File: src/rtl/stall_ctrl_pkg.sv
// Shared constants for the pipeline stall controller: stage indices,
// stall patterns and divider FSM encoding.
package stall_ctrl_pkg;

    localparam int STALL_W = 6;

    localparam int STG_PC  = 0;
    localparam int STG_IF  = 1;
    localparam int STG_ID  = 2;
    localparam int STG_EX  = 3;
    localparam int STG_MEM = 4;
    localparam int STG_WB  = 5;

    localparam logic [5:0] STALL_LD  = 6'b000111;
    localparam logic [5:0] STALL_DIV = 6'b001111;
    localparam logic [5:0] STALL_MEM = 6'b011111;

    // Counter wide enough for the largest legal DIV_LAT (63).
    localparam int DIV_CNT_W = 6;

    typedef enum logic [1:0] {
        ST_IDLE     = 2'd0,
        ST_DIV_BUSY = 2'd1,
        ST_DIV_DONE = 2'd2
    } div_state_e;

endpackage

File: src/rtl/stall_ctrl_div_timer.sv
// Fixed-latency divider occupancy tracker: counts DIV_LAT busy cycles after
// an accepted div_start and holds the done state while MEM is waiting.
module div_timer
    import stall_ctrl_pkg::*;
#(
    parameter int DIV_LAT = 32
) (
    input  logic clk,
    input  logic rst,
    input  logic div_start_i,
    input  logic mem_busy_i,
    output logic div_busy_o,
    output logic div_done_o,
    output logic div_stall_req_o
);

    localparam logic [DIV_CNT_W-1:0] CNT_LAST = DIV_CNT_W'(DIV_LAT - 1);

    div_state_e           state_q, state_d;
    logic [DIV_CNT_W-1:0] cnt_q, cnt_d;

    always_ff @(posedge clk or posedge rst) begin
        if (rst) begin
            state_q <= ST_IDLE;
            cnt_q   <= '0;
        end else begin
            state_q <= state_d;
            cnt_q   <= cnt_d;
        end
    end

    always_comb begin
        state_d = state_q;
        cnt_d   = cnt_q;
        unique case (state_q)
            ST_IDLE: begin
                // A divide arriving under a MEM wait is retried next cycle.
                if (div_start_i && !mem_busy_i) begin
                    state_d = ST_DIV_BUSY;
                    cnt_d   = '0;
                end
            end
            ST_DIV_BUSY: begin
                cnt_d = cnt_q + 1'b1;
                if (cnt_q == CNT_LAST) state_d = ST_DIV_DONE;
            end
            ST_DIV_DONE: begin
                if (!mem_busy_i) state_d = ST_IDLE;
            end
            default: state_d = ST_IDLE;
        endcase
    end

    assign div_busy_o      = (state_q == ST_DIV_BUSY);
    assign div_done_o      = (state_q == ST_DIV_DONE);
    assign div_stall_req_o = (state_q == ST_DIV_BUSY) ||
                             ((state_q == ST_IDLE) && div_start_i);

endmodule

File: src/rtl/stall_ctrl.sv
// Pipeline hazard/stall controller: load-use detection, divider occupancy
// and MEM wait, merged by priority into per-stage stall and bubble vectors.
module stall_ctrl #(
    parameter int DIV_LAT = 32,
    parameter int STALL_W = 6
) (
    input  logic               clk,
    input  logic               rst,
    input  logic               id_re1,
    input  logic [4:0]         id_raddr1,
    input  logic               id_re2,
    input  logic [4:0]         id_raddr2,
    input  logic               ex_rf_we,
    input  logic [4:0]         ex_rf_waddr,
    input  logic               ex_is_load,
    input  logic               div_start,
    input  logic               mem_busy,
    output logic [STALL_W-1:0] stall,
    output logic [STALL_W-1:0] bubble,
    output logic               div_busy,
    output logic               div_done
);
    import stall_ctrl_pkg::*;

    logic div_stall_req;
    logic ld_hz;

    div_timer #(
        .DIV_LAT (DIV_LAT)
    ) u_div_timer (
        .clk             (clk),
        .rst             (rst),
        .div_start_i     (div_start),
        .mem_busy_i      (mem_busy),
        .div_busy_o      (div_busy),
        .div_done_o      (div_done),
        .div_stall_req_o (div_stall_req)
    );

    // Only loads need a stall; ALU results are forwarded from EX directly.
    assign ld_hz = ex_is_load && ex_rf_we && (ex_rf_waddr != 5'd0) &&
                   ((id_re1 && (id_raddr1 == ex_rf_waddr)) ||
                    (id_re2 && (id_raddr2 == ex_rf_waddr)));

    always_comb begin
        stall = '0;
        // Held reset forces a quiet pipeline even with requests pending.
        if (rst)                stall = '0;
        else if (mem_busy)      stall = STALL_W'(STALL_MEM);
        else if (div_stall_req) stall = STALL_W'(STALL_DIV);
        else if (ld_hz)         stall = STALL_W'(STALL_LD);
    end

    // A NOP enters the first stage that advances behind a held stage.
    assign bubble[STG_PC] = 1'b0;
    for (genvar k = 1; k < STALL_W; k++) begin : g_bubble
        assign bubble[k] = stall[k-1] & ~stall[k];
    end

endmodule

File: config.mk
export PLATFORM = sky130hd
export DESIGN_NAME = stall_ctrl
export DESIGN_NICKNAME = d
export VERILOG_FILES = /design/src/rtl/stall_ctrl_pkg.sv /design/src/rtl/stall_ctrl_div_timer.sv /design/src/rtl/stall_ctrl.sv
export SDC_FILE = /design/constraint.sdc
export NUM_CORES = 1
export LEC_CHECK = 0
export BUFFER_PORTS_ARGS = -buffer_cell sky130_fd_sc_hd__buf_4
export CORE_MARGIN = 2
export CORE_UTILIZATION = 42
export CTS_BUF_LIST = sky130_fd_sc_hd__clkbuf_16
export DETAILED_ROUTE_END_ITERATION = 8
export GPL_ROUTABILITY_DRIVEN = 0
export HOLD_SLACK_MARGIN = 0.06
export PLACE_DENSITY = 0.77
export REMOVE_ABC_BUFFERS = 1
export SLEW_MARGIN = 20
export SYNTH_ARGS = -nofsm -noshare
export SYNTH_HDL_FRONTEND = slang
export SYNTH_HIERARCHICAL = 1
export SYNTH_SLANG_ARGS = --single-unit
File: constraint.sdc
create_clock -name clk -period 1.52 [get_ports clk]
set_input_delay 0.152 -clock clk [delete_from_list [all_inputs] [get_ports clk]]
set_output_delay 0.152 -clock clk [all_outputs]
set_load 0.005 [all_outputs]
Yosys cells after proc, flatten, opt, wreduce, memory -nomap -nowiden:

Index checks and enable logic that the tools add are counted.

* word-level logic and storage cells: 46
* flip-flop bits (word level): 8

* reductions and logical operators: 15
* multiplexer cells: 10
* bitwise gates (word level): 10
* equal/unequal tests: 8
* $add $sub $neg: 1

Operators with widths (count)
* case mux 6 bit (2 select lines): 1
* == test 5 bit: 2
* two-way mux 5 bit: 2
* logical AND 1 bit: 7
* adder 6 x 1 -> 6 bit (second input constant): 1
* == test 6 x 5 -> 1 bit (second input constant): 1
* two-way mux 2 bit: 3
* two-way mux 6 bit: 1
* case mux 2 bit (3 select lines): 1
* AND 1 bit: 5
* nonzero test 5 bit: 1
* two-way mux 4 bit: 1
* inequality test 2 x 1 -> 1 bit (second input constant): 2
* inverter 1 bit: 4
* two-way mux 3 bit: 1
* AND reduction 3 bit: 1
* == test 2 x 1 -> 1 bit (second input constant): 1
* == test 2 bit (second input constant): 1
* zero test 2 bit: 1
* logical OR 1 bit: 2
* inequality test 2 bit (second input constant): 1
* AND reduction 2 bit: 1
* nonzero test 2 bit: 1
* zero test 1 bit: 1
* inverter 1 bit (first input constant): 1

Depth between registers and ports, before layout:

Gate-level depths: netlist (run 1).

* depth after elaboration: 10
* mapped depth: 5
* mapped depth without buffers: 5

Modules after synthesis:

The synthesis (run 1) kept the hierarchy.

Modules (own cells, without submodules)
* div_timer: instances 1, area an instance 422.9 µm², cells each 40
* stall_ctrl: instances 1, area an instance 232.7 µm², cells each 32

Least setup slack after synthesis (run 1):

Ideal clock, no wire load.

* path type: input -> output
* start point: input ex_rf_waddr[1]
* end point: output stall[1]
* path buffers: 1
* data required time: 1.368 ns
* stages on the path: 4
* data arrival time: 1.109 ns
* setup slack: 0.259 ns
* cell sequence: or4_1 o21ai_2 o22ai_1 buf_4

* longest elaborated chain between the ends: 8
* elaborated cells between the ends (all ways): 12
* those cells by class: eq/ne: 2; mux: 4; reduce/logical: 6

Ends and longest elaborated chain
* start, declared: RTL line stall_ctrl.sv:14 `input logic [4:0] ex_rf_waddr,`
* == test 5 bit, on equally long branches: RTL line stall_ctrl.sv:42, stall_ctrl.sv:43
* logical AND 1 bit, on equally long branches: RTL line stall_ctrl.sv:42, stall_ctrl.sv:43
* logical OR 1 bit: RTL line stall_ctrl.sv:42 `((id_re1 && (id_raddr1 == ex_rf_waddr)) ||`
* logical AND 1 bit (*): RTL line stall_ctrl.sv:41 `assign ld_hz = ex_is_load && ex_rf_we && (ex_rf_waddr != 5'd0) &&`
* two-way mux 3 bit (*): RTL line stall_ctrl.sv:51 `else if (ld_hz) stall = STALL_W'(STALL_LD);`
* two-way mux 4 bit (*): RTL line stall_ctrl.sv:50 `else if (div_stall_req) stall = STALL_W'(STALL_DIV);`
* two-way mux 5 bit (*): RTL line stall_ctrl.sv:49 `else if (mem_busy) stall = STALL_W'(STALL_MEM);`
* two-way mux 5 bit (*): RTL line stall_ctrl.sv:48 `if (rst) stall = '0;`
* end, declared: RTL line stall_ctrl.sv:18 `output logic [STALL_W-1:0] stall,`

Mark *: on every way between the ends. The rest lies on a longest branch, timed or not.

Worst setup path after layout (run 1):

* start point: register u_div_timer.state_q[1]
* end point: output stall[1]

* longest elaborated chain between the ends: 6
* elaborated cells between the ends (all ways): 7
* those cells by class: eq/ne: 1; mux: 3; reduce/logical: 3

Ends and longest elaborated chain
* start, declared: RTL line stall_ctrl_div_timer.sv:19 `div_state_e state_q, state_d;`
* start signal, assigned: RTL line stall_ctrl_div_timer.sv:27 `state_q <= state_d;`
* zero test 2 bit: RTL line stall_ctrl_div_timer.sv:57 `((state_q == ST_IDLE) && div_start_i);`
* logical AND 1 bit: RTL line stall_ctrl_div_timer.sv:57
* logical OR 1 bit (*): RTL line stall_ctrl_div_timer.sv:56 `assign div_stall_req_o = (state_q == ST_DIV_BUSY) ||`
* via div_stall_req: RTL line stall_ctrl.sv:25 `logic div_stall_req;`
* two-way mux 4 bit (*): RTL line stall_ctrl.sv:50
* two-way mux 5 bit (*): RTL line stall_ctrl.sv:49
* two-way mux 5 bit (*): RTL line stall_ctrl.sv:48

The timed path passes the listed nets; every way through them passes the cells marked *.

==> results of run 1 <==
worst max-delay path, delay by kind of cell (launching register included):
kind                   cells  cell delay, ps
flip-flops                 1             440
buffers and inverters      1             140
AND/OR/NAND/NOR            2             270
AO/OA/AOI/OAI              1             180
cell usage in the layout, fill, tap and decap left out, types with 2 or more instances in the layout:
master	n
nand2b_1	2
nor4_1	2
mux2i_1	2
nor2_1	2
nand3_1	2
a21oi_1	3
nor2_2	3
conb_1	4
xnor2_1	2
buf_4	33
clkbuf_16	3
xor2_1	8
inv_1	4
dfrtp_1	7
nand2_1	2
routing by layer:
layer	routed length (um)	track usage
met1	512	0.1705
met2	802	0.3104
met5	0	0
met4	16	0.09091
met3	81	0.02500
layout make-up:
class                   count  area share
flip-flops and latches      8      0.2051
well taps                  16     0.02038
clock buffers               3     0.07643
repair buffers             34      0.2624
multi-input cells          55      0.4140
inverters                   5     0.02166
worst min-delay path by stage:
stage / from / endpoint / slack (ps) / cells after the start
floorplan: rst / u_div_timer/cnt_q[0]$_DFFE_PP0P_ / -30 / 1
global placement: rst / u_div_timer/state_q[0]$_DFFE_PP0P_ / 160 / 2
detailed placement: rst / u_div_timer/state_q[0]$_DFFE_PP0P_ / 160 / 2
CTS: mem_busy / u_div_timer/state_q[1]$_DFFE_PP0P_ / 170 / 2
global route: mem_busy / u_div_timer/state_q[1]$_DFFE_PP0P_ / 190 / 2
finish: mem_busy / u_div_timer/state_q[1]$_DFFE_PP0P_ / 180 / 2
logic make-up (layout without fill, tap and decap cells):
family / Yosys count / in the layout
compound gates: 14 / 14
xor+xnor: 10 / 10
fa+ha+maj: 1 / 1
buf+inv: 12 / 42
flops: 8 / 8
mux: 2 / 2
other cells: 1 / 4
simple gates: 24 / 24
state kept, by name (all words and copies together), names as in the netlist:
| signal | flops |
|---|---|
| u_div_timer/cnt_q | 6 |
| u_div_timer/state_q | 2 |
repair_timing:
action / CTS / global route
hold buffers: 1 / 0
endpoints found under the hold margin: 8 / 0
endpoints found under the setup margin: 4 / 4
gates resized for setup: 1 / 4
pin swaps: 1 / 2
setup buffers: 1 / 0
stage by stage:
step	instances	hold WS (ps)	worst slack (ps)	util
after floorplan	68	-32.34	357.7	-
after detailed placement	116	158.4	66.26	0.5874
final	121	184.4	99.14	0.6597
after CTS	121	174.9	33.92	0.6504
after global placement	116	155.4	119.7	0.5874
after global routing	121	191.1	16.77	0.6597
power by group:
part	leakage, nW	switching, W	internal [W]	total, W
Sequential	0.0950	0.0000691	0.000292	0.000361
Clock	0.0370	0.0000949	0.000338	0.000433
Combinational	0.343	0.000162	0.000189	0.000351
Total	0.475	0.000326	0.000820	0.00115
==> results_dict.tcl, run 1 <==
set metrics [dict create \
    synthesis.instances 72 \
    syn_to_final_growth_pct 49.81 \
    ys_seq_area_frac 0.3053 \
    synth_top_cells_by_count "8 x dfrtp_1, 8 x xor2_1, 7 x buf_4, 5 x nor2_1, 4 x inv_1" \
    dr.first_iter.drc_count 1 \
    cp.required_ps 1370 \
    firstDrtPassIters 3 \
    worstSetupPathType "reg2out" \
    gr-usage-all-layers 0.1644 \
    p_total_w 0.001146 \
    grt_max_degree 9 \
    ys_warn_count 6 \
    worstRegToRegCells 4 \
    fillCellCount 119 \
    synth_edf_count 0 \
    clkTransAtPathRegs_ps 30 \
    min_period_over_period 0.9348 \
    fin_crit_ps 1421 \
    drc_errors 0 \
    post_dp_cell_area_um2 874.6 \
    multi_input_area_um2 406.6 \
    core_region_area_um2 1489 \
    maxCapViolations 0 \
    vias_per_cell 5.124 \
    async_flop_share 1.000 \
    clock.fmax_ghz 0.7038 \
    wirelength_um 1413 \
    synth_flop_cell "dfrtp_1" \
    skew_ps 0.5107 \
    maxSlewViolCount 0 \
    cp_max_fo 5 \
    insertion_delay_ps 230 \
    pwr_density_cell_nw_per_um2 1166 \
    die_area_um2 1893 \
    timing.rr.end "u_div_timer/cnt_q[4]$_DFFE_PP0P_" \
    vias 620 \
    fin_area_um2 982.2 \
    syn_avg_cell_area_um2 9.106 \
    hold_violations 0 \
    rows 14 \
    cts_inserted_buffers 3 \
    yosysTopAreaCell "dfrtp_1" \
    cts_root_buf "clkbuf_16" \
    crit_path_start "u_div_timer/state_q[1]$_DFFE_PP0P_" \
    syn_area_um2 655.6 \
    dp_hpwl_um 1189 \
    critPathArrivalTime_ps 1270 \
    antenna_found_initial 0 \
    final.setup.tns_ps 0 \
    yosys-mux-area-fraction 0.03053 \
    grt_pass1_wl_um 2283 \
    clockBufferDepth 2 \
    postRouteAntennaNets 0 \
    p_leak_nw 0.4746 \
    die_h_um 43.51 \
    clock_sinks 8 \
    ir_worst_vdd_mv 0.6840 \
    diodes 0 \
    die_w_um 43.51 \
    critPathCaptureType "output port" \
    critPathSlowestCell "dfrtp_1" \
    start_kind "register" \
    drive_gt1_frac 0.4667 \
    io_buffers 32 \
    synth_top_area_frac 0.3053 \
    crit_path_end "stall[1]" \
    wl_per_cell_um 11.68 \
    layout.nets 131 \
    outcome "complete, no violations" \
    synth_top_family_by_area "simple AND/OR/NAND/NOR gates" \
    gr-total-overflow 0 \
    htree_levels 1 \
    regArea_um2 201.4 \
    cts_tree "built" \
    r2r-start "u_div_timer/cnt_q[0]$_DFFE_PP0P_" \
    synth_compound_area_frac 0.1622 \
    rsz0062_at_grt "no" \
    reg2reg_slack_ps 300 \
    synthXorXnorAreaFrac 0.1336 \
    slowest_delay_ps 440 \
    synth.distinct_cells 37 \
    io_pins 37 \
    hold_path_class "in2reg" \
    grt_pass1_vias 601 \
    start_util 0.4403 \
    synth-seq-cells 8 \
    path_cells "nor2_1, nor2_2, o22ai_2, buf_4" \
    setup_viol 0 \
    synthAdderAreaFrac 0.01908 \
    synth_area_leaders "dfrtp_1 31%, xor2_1 11%, buf_4 8.0%" \
    synth-simple-area-share 0.2309 \
]
Power figures use the tool's default switching activity.
==> run 2, diff against run 1 <==
Clock period 1.52 ns to 1.6 ns, I/O delays scaled along.
==> results_dict.tcl, run 2 (synthesis results as in run 1) <==
set metrics [dict create \
    outcome "complete, no violations" \
    worstSetupPathType "reg2out" \
    final_common_cell "buf_4" \
    hold_path_class "in2reg" \
    syn_to_final_growth_pct 46.95 \
    p_int_w 0.0007737 \
    cts_tree "built" \
    dr.first_iter.drc_count 1 \
    cpLargestDelayFamily "flip-flops" \
    rows 14 \
    reg2reg_slack_ps 390 \
    clockBufferDepth 2 \
    layout.nets 130 \
    cts_root_buf "clkbuf_16" \
    critPathArrivalTime_ps 1330 \
    die_w_um 43.51 \
    gr-total-overflow 0 \
    min_period_over_period 0.9302 \
    p_leak_nw 0.4703 \
    setup_viol 0 \
    switchingPower_w 0.0003085 \
    maxCapViolations 0 \
    grt_pass1_vias 571 \
    p_sw_frac 0.2851 \
    slowest_delay_ps 440 \
    drive_gt1_frac 0.4327 \
    largest_register_ffs 6 \
    p_total_w 0.001082 \
    drc_errors 0 \
    io_pins 37 \
    clock.fmax_ghz 0.6719 \
    skew_ps 0.7989 \
    io_buffers 32 \
    cpMostUsedCell "nor2_1" \
    dp_hpwl_um 1195 \
    cts_inserted_buffers 3 \
    postRouteAntennaNets 0 \
    start_util 0.4403 \
    final.setup.tns_ps 0 \
    vias_per_cell 5.192 \
    grt_max_degree 9 \
    path_cells "nor2_1, nor2_1, o22ai_1, buf_4" \
    die_area_um2 1893 \
    critPathCaptureType "output port" \
    wl_per_cell_um 11.73 \
    start_kind "register" \
    gr-usage-all-layers 0.1698 \
    regMostFlops "u_div_timer/cnt_q" \
    layout_common_cells "32 x buf_4, 8 x xor2_1, 7 x dfrtp_1" \
    critPathBufInv 1 \
    postCtsSetupBuffers 0 \
    pwr_density_cell_nw_per_um2 1123 \
    firstDrtPassIters 3 \
    clkTransAtPathRegs_ps 40 \
    die_h_um 43.51 \
    core_region_area_um2 1489 \
    htree_levels 1 \
    insertion_delay_ps 230 \
    reg.largest.list "u_div_timer/cnt_q (6), u_div_timer/state_q (2)" \
    cp_max_fo 5 \
    dp_slack_ps 130.6 \
    clock_power_share 0.381 \
    clock_sinks 8 \
    pwr-share-seq 0.320 \
    cp.required_ps 1440 \
    antenna_found_initial 0 \
    wirelength_um 1407 \
    maxSlewViolCount 0 \
    fin_crit_ps 1488 \
    critPathSlowestCell "dfrtp_1" \
    ir_worst_vdd_mv 0.6484 \
    comb_power_share 0.299 \
    fin_ws_ps 111.8 \
    rsz0062_at_grt "yes" \
    grt_pass1_wl_um 2304 \
    vias 623 \
    hold_violations 0 \
    diodes 0 \
]
## run 2: worst reg2reg max path, stage by stage (launching register included)
cell and delay [ps]:
dfrtp_1 370, ha_1 200, nand3_1 120, or3_1 360, o211ai_1 80
## run 2: power groups by stage
stage / logic (W) / clock network [W] / registers [W]
floorplan: 0.000218 / 0 / 0.000332
global placement: 0.000314 / 0 / 0.000346
detailed placement: 0.000323 / 0 / 0.000349
CTS: 0.000325 / 0.000423 / 0.000347
global route: 0.000374 / 0.000437 / 0.000359
finish: 0.000324 / 0.000412 / 0.000347
## run 2: area by class of cell
cell class | instances | area, um^2
fill | 116 | 525.5
multi-input combinational | 55 | 395.4
timing repair buffer | 33 | 250.2
sequential | 8 | 201.4
clock buffer | 3 | 75.07
inverter | 5 | 21.27
tap | 16 | 20.02
## run 2: final timing paths
| path | startpoint | endpoint | cells after the start |
|---|---|---|---|
| min in group asynchronous | rst | u_div_timer/cnt_q[2]$_DFFE_PP0P_ | 3 |
| max in group asynchronous | rst | u_div_timer/state_q[0]$_DFFE_PP0P_ | 3 |
| max | u_div_timer/state_q[1]$_DFFE_PP0P_ | stall[1] | 4 |
| max reg2reg | u_div_timer/cnt_q[0]$_DFFE_PP0P_ | u_div_timer/cnt_q[4]$_DFFE_PP0P_ | 4 |
| min | mem_busy | u_div_timer/state_q[1]$_DFFE_PP0P_ | 2 |
| min reg2reg | u_div_timer/cnt_q[5]$_DFFE_PP0P_ | u_div_timer/cnt_q[5]$_DFFE_PP0P_ | 1 |
## run 2: stage by stage
step | instance area [um^2] | hold WS, ps | util | std cells
after floorplan | 614.3 | -24.34 | - | 68
after CTS | 959.7 | 180.5 | 0.6445 | 120
after detailed placement | 874.6 | 166.3 | 0.5874 | 116
after global routing | 963.4 | 186.2 | 0.6471 | 120
final | 963.4 | 192.3 | 0.6471 | 120
after global placement | 874.6 | 163.4 | 0.5874 | 116
## run 2: per-layer routing
metal	vias up	track usage	part of all wire
met3	0	0.05000	0.047
li1	308	-	-
met1	293	0.1714	0.38
met4	0	0.09091	0
met2	22	0.3104	0.57
met5	-	0	0
## run 2: timing repair
action | 4_1_cts | 5_1_grt
hold endpoints to repair | 8 | 0
resized for setup | 0 | 2
hold buffers | 1 | 0
endpoints found under the setup margin | 0 | 4
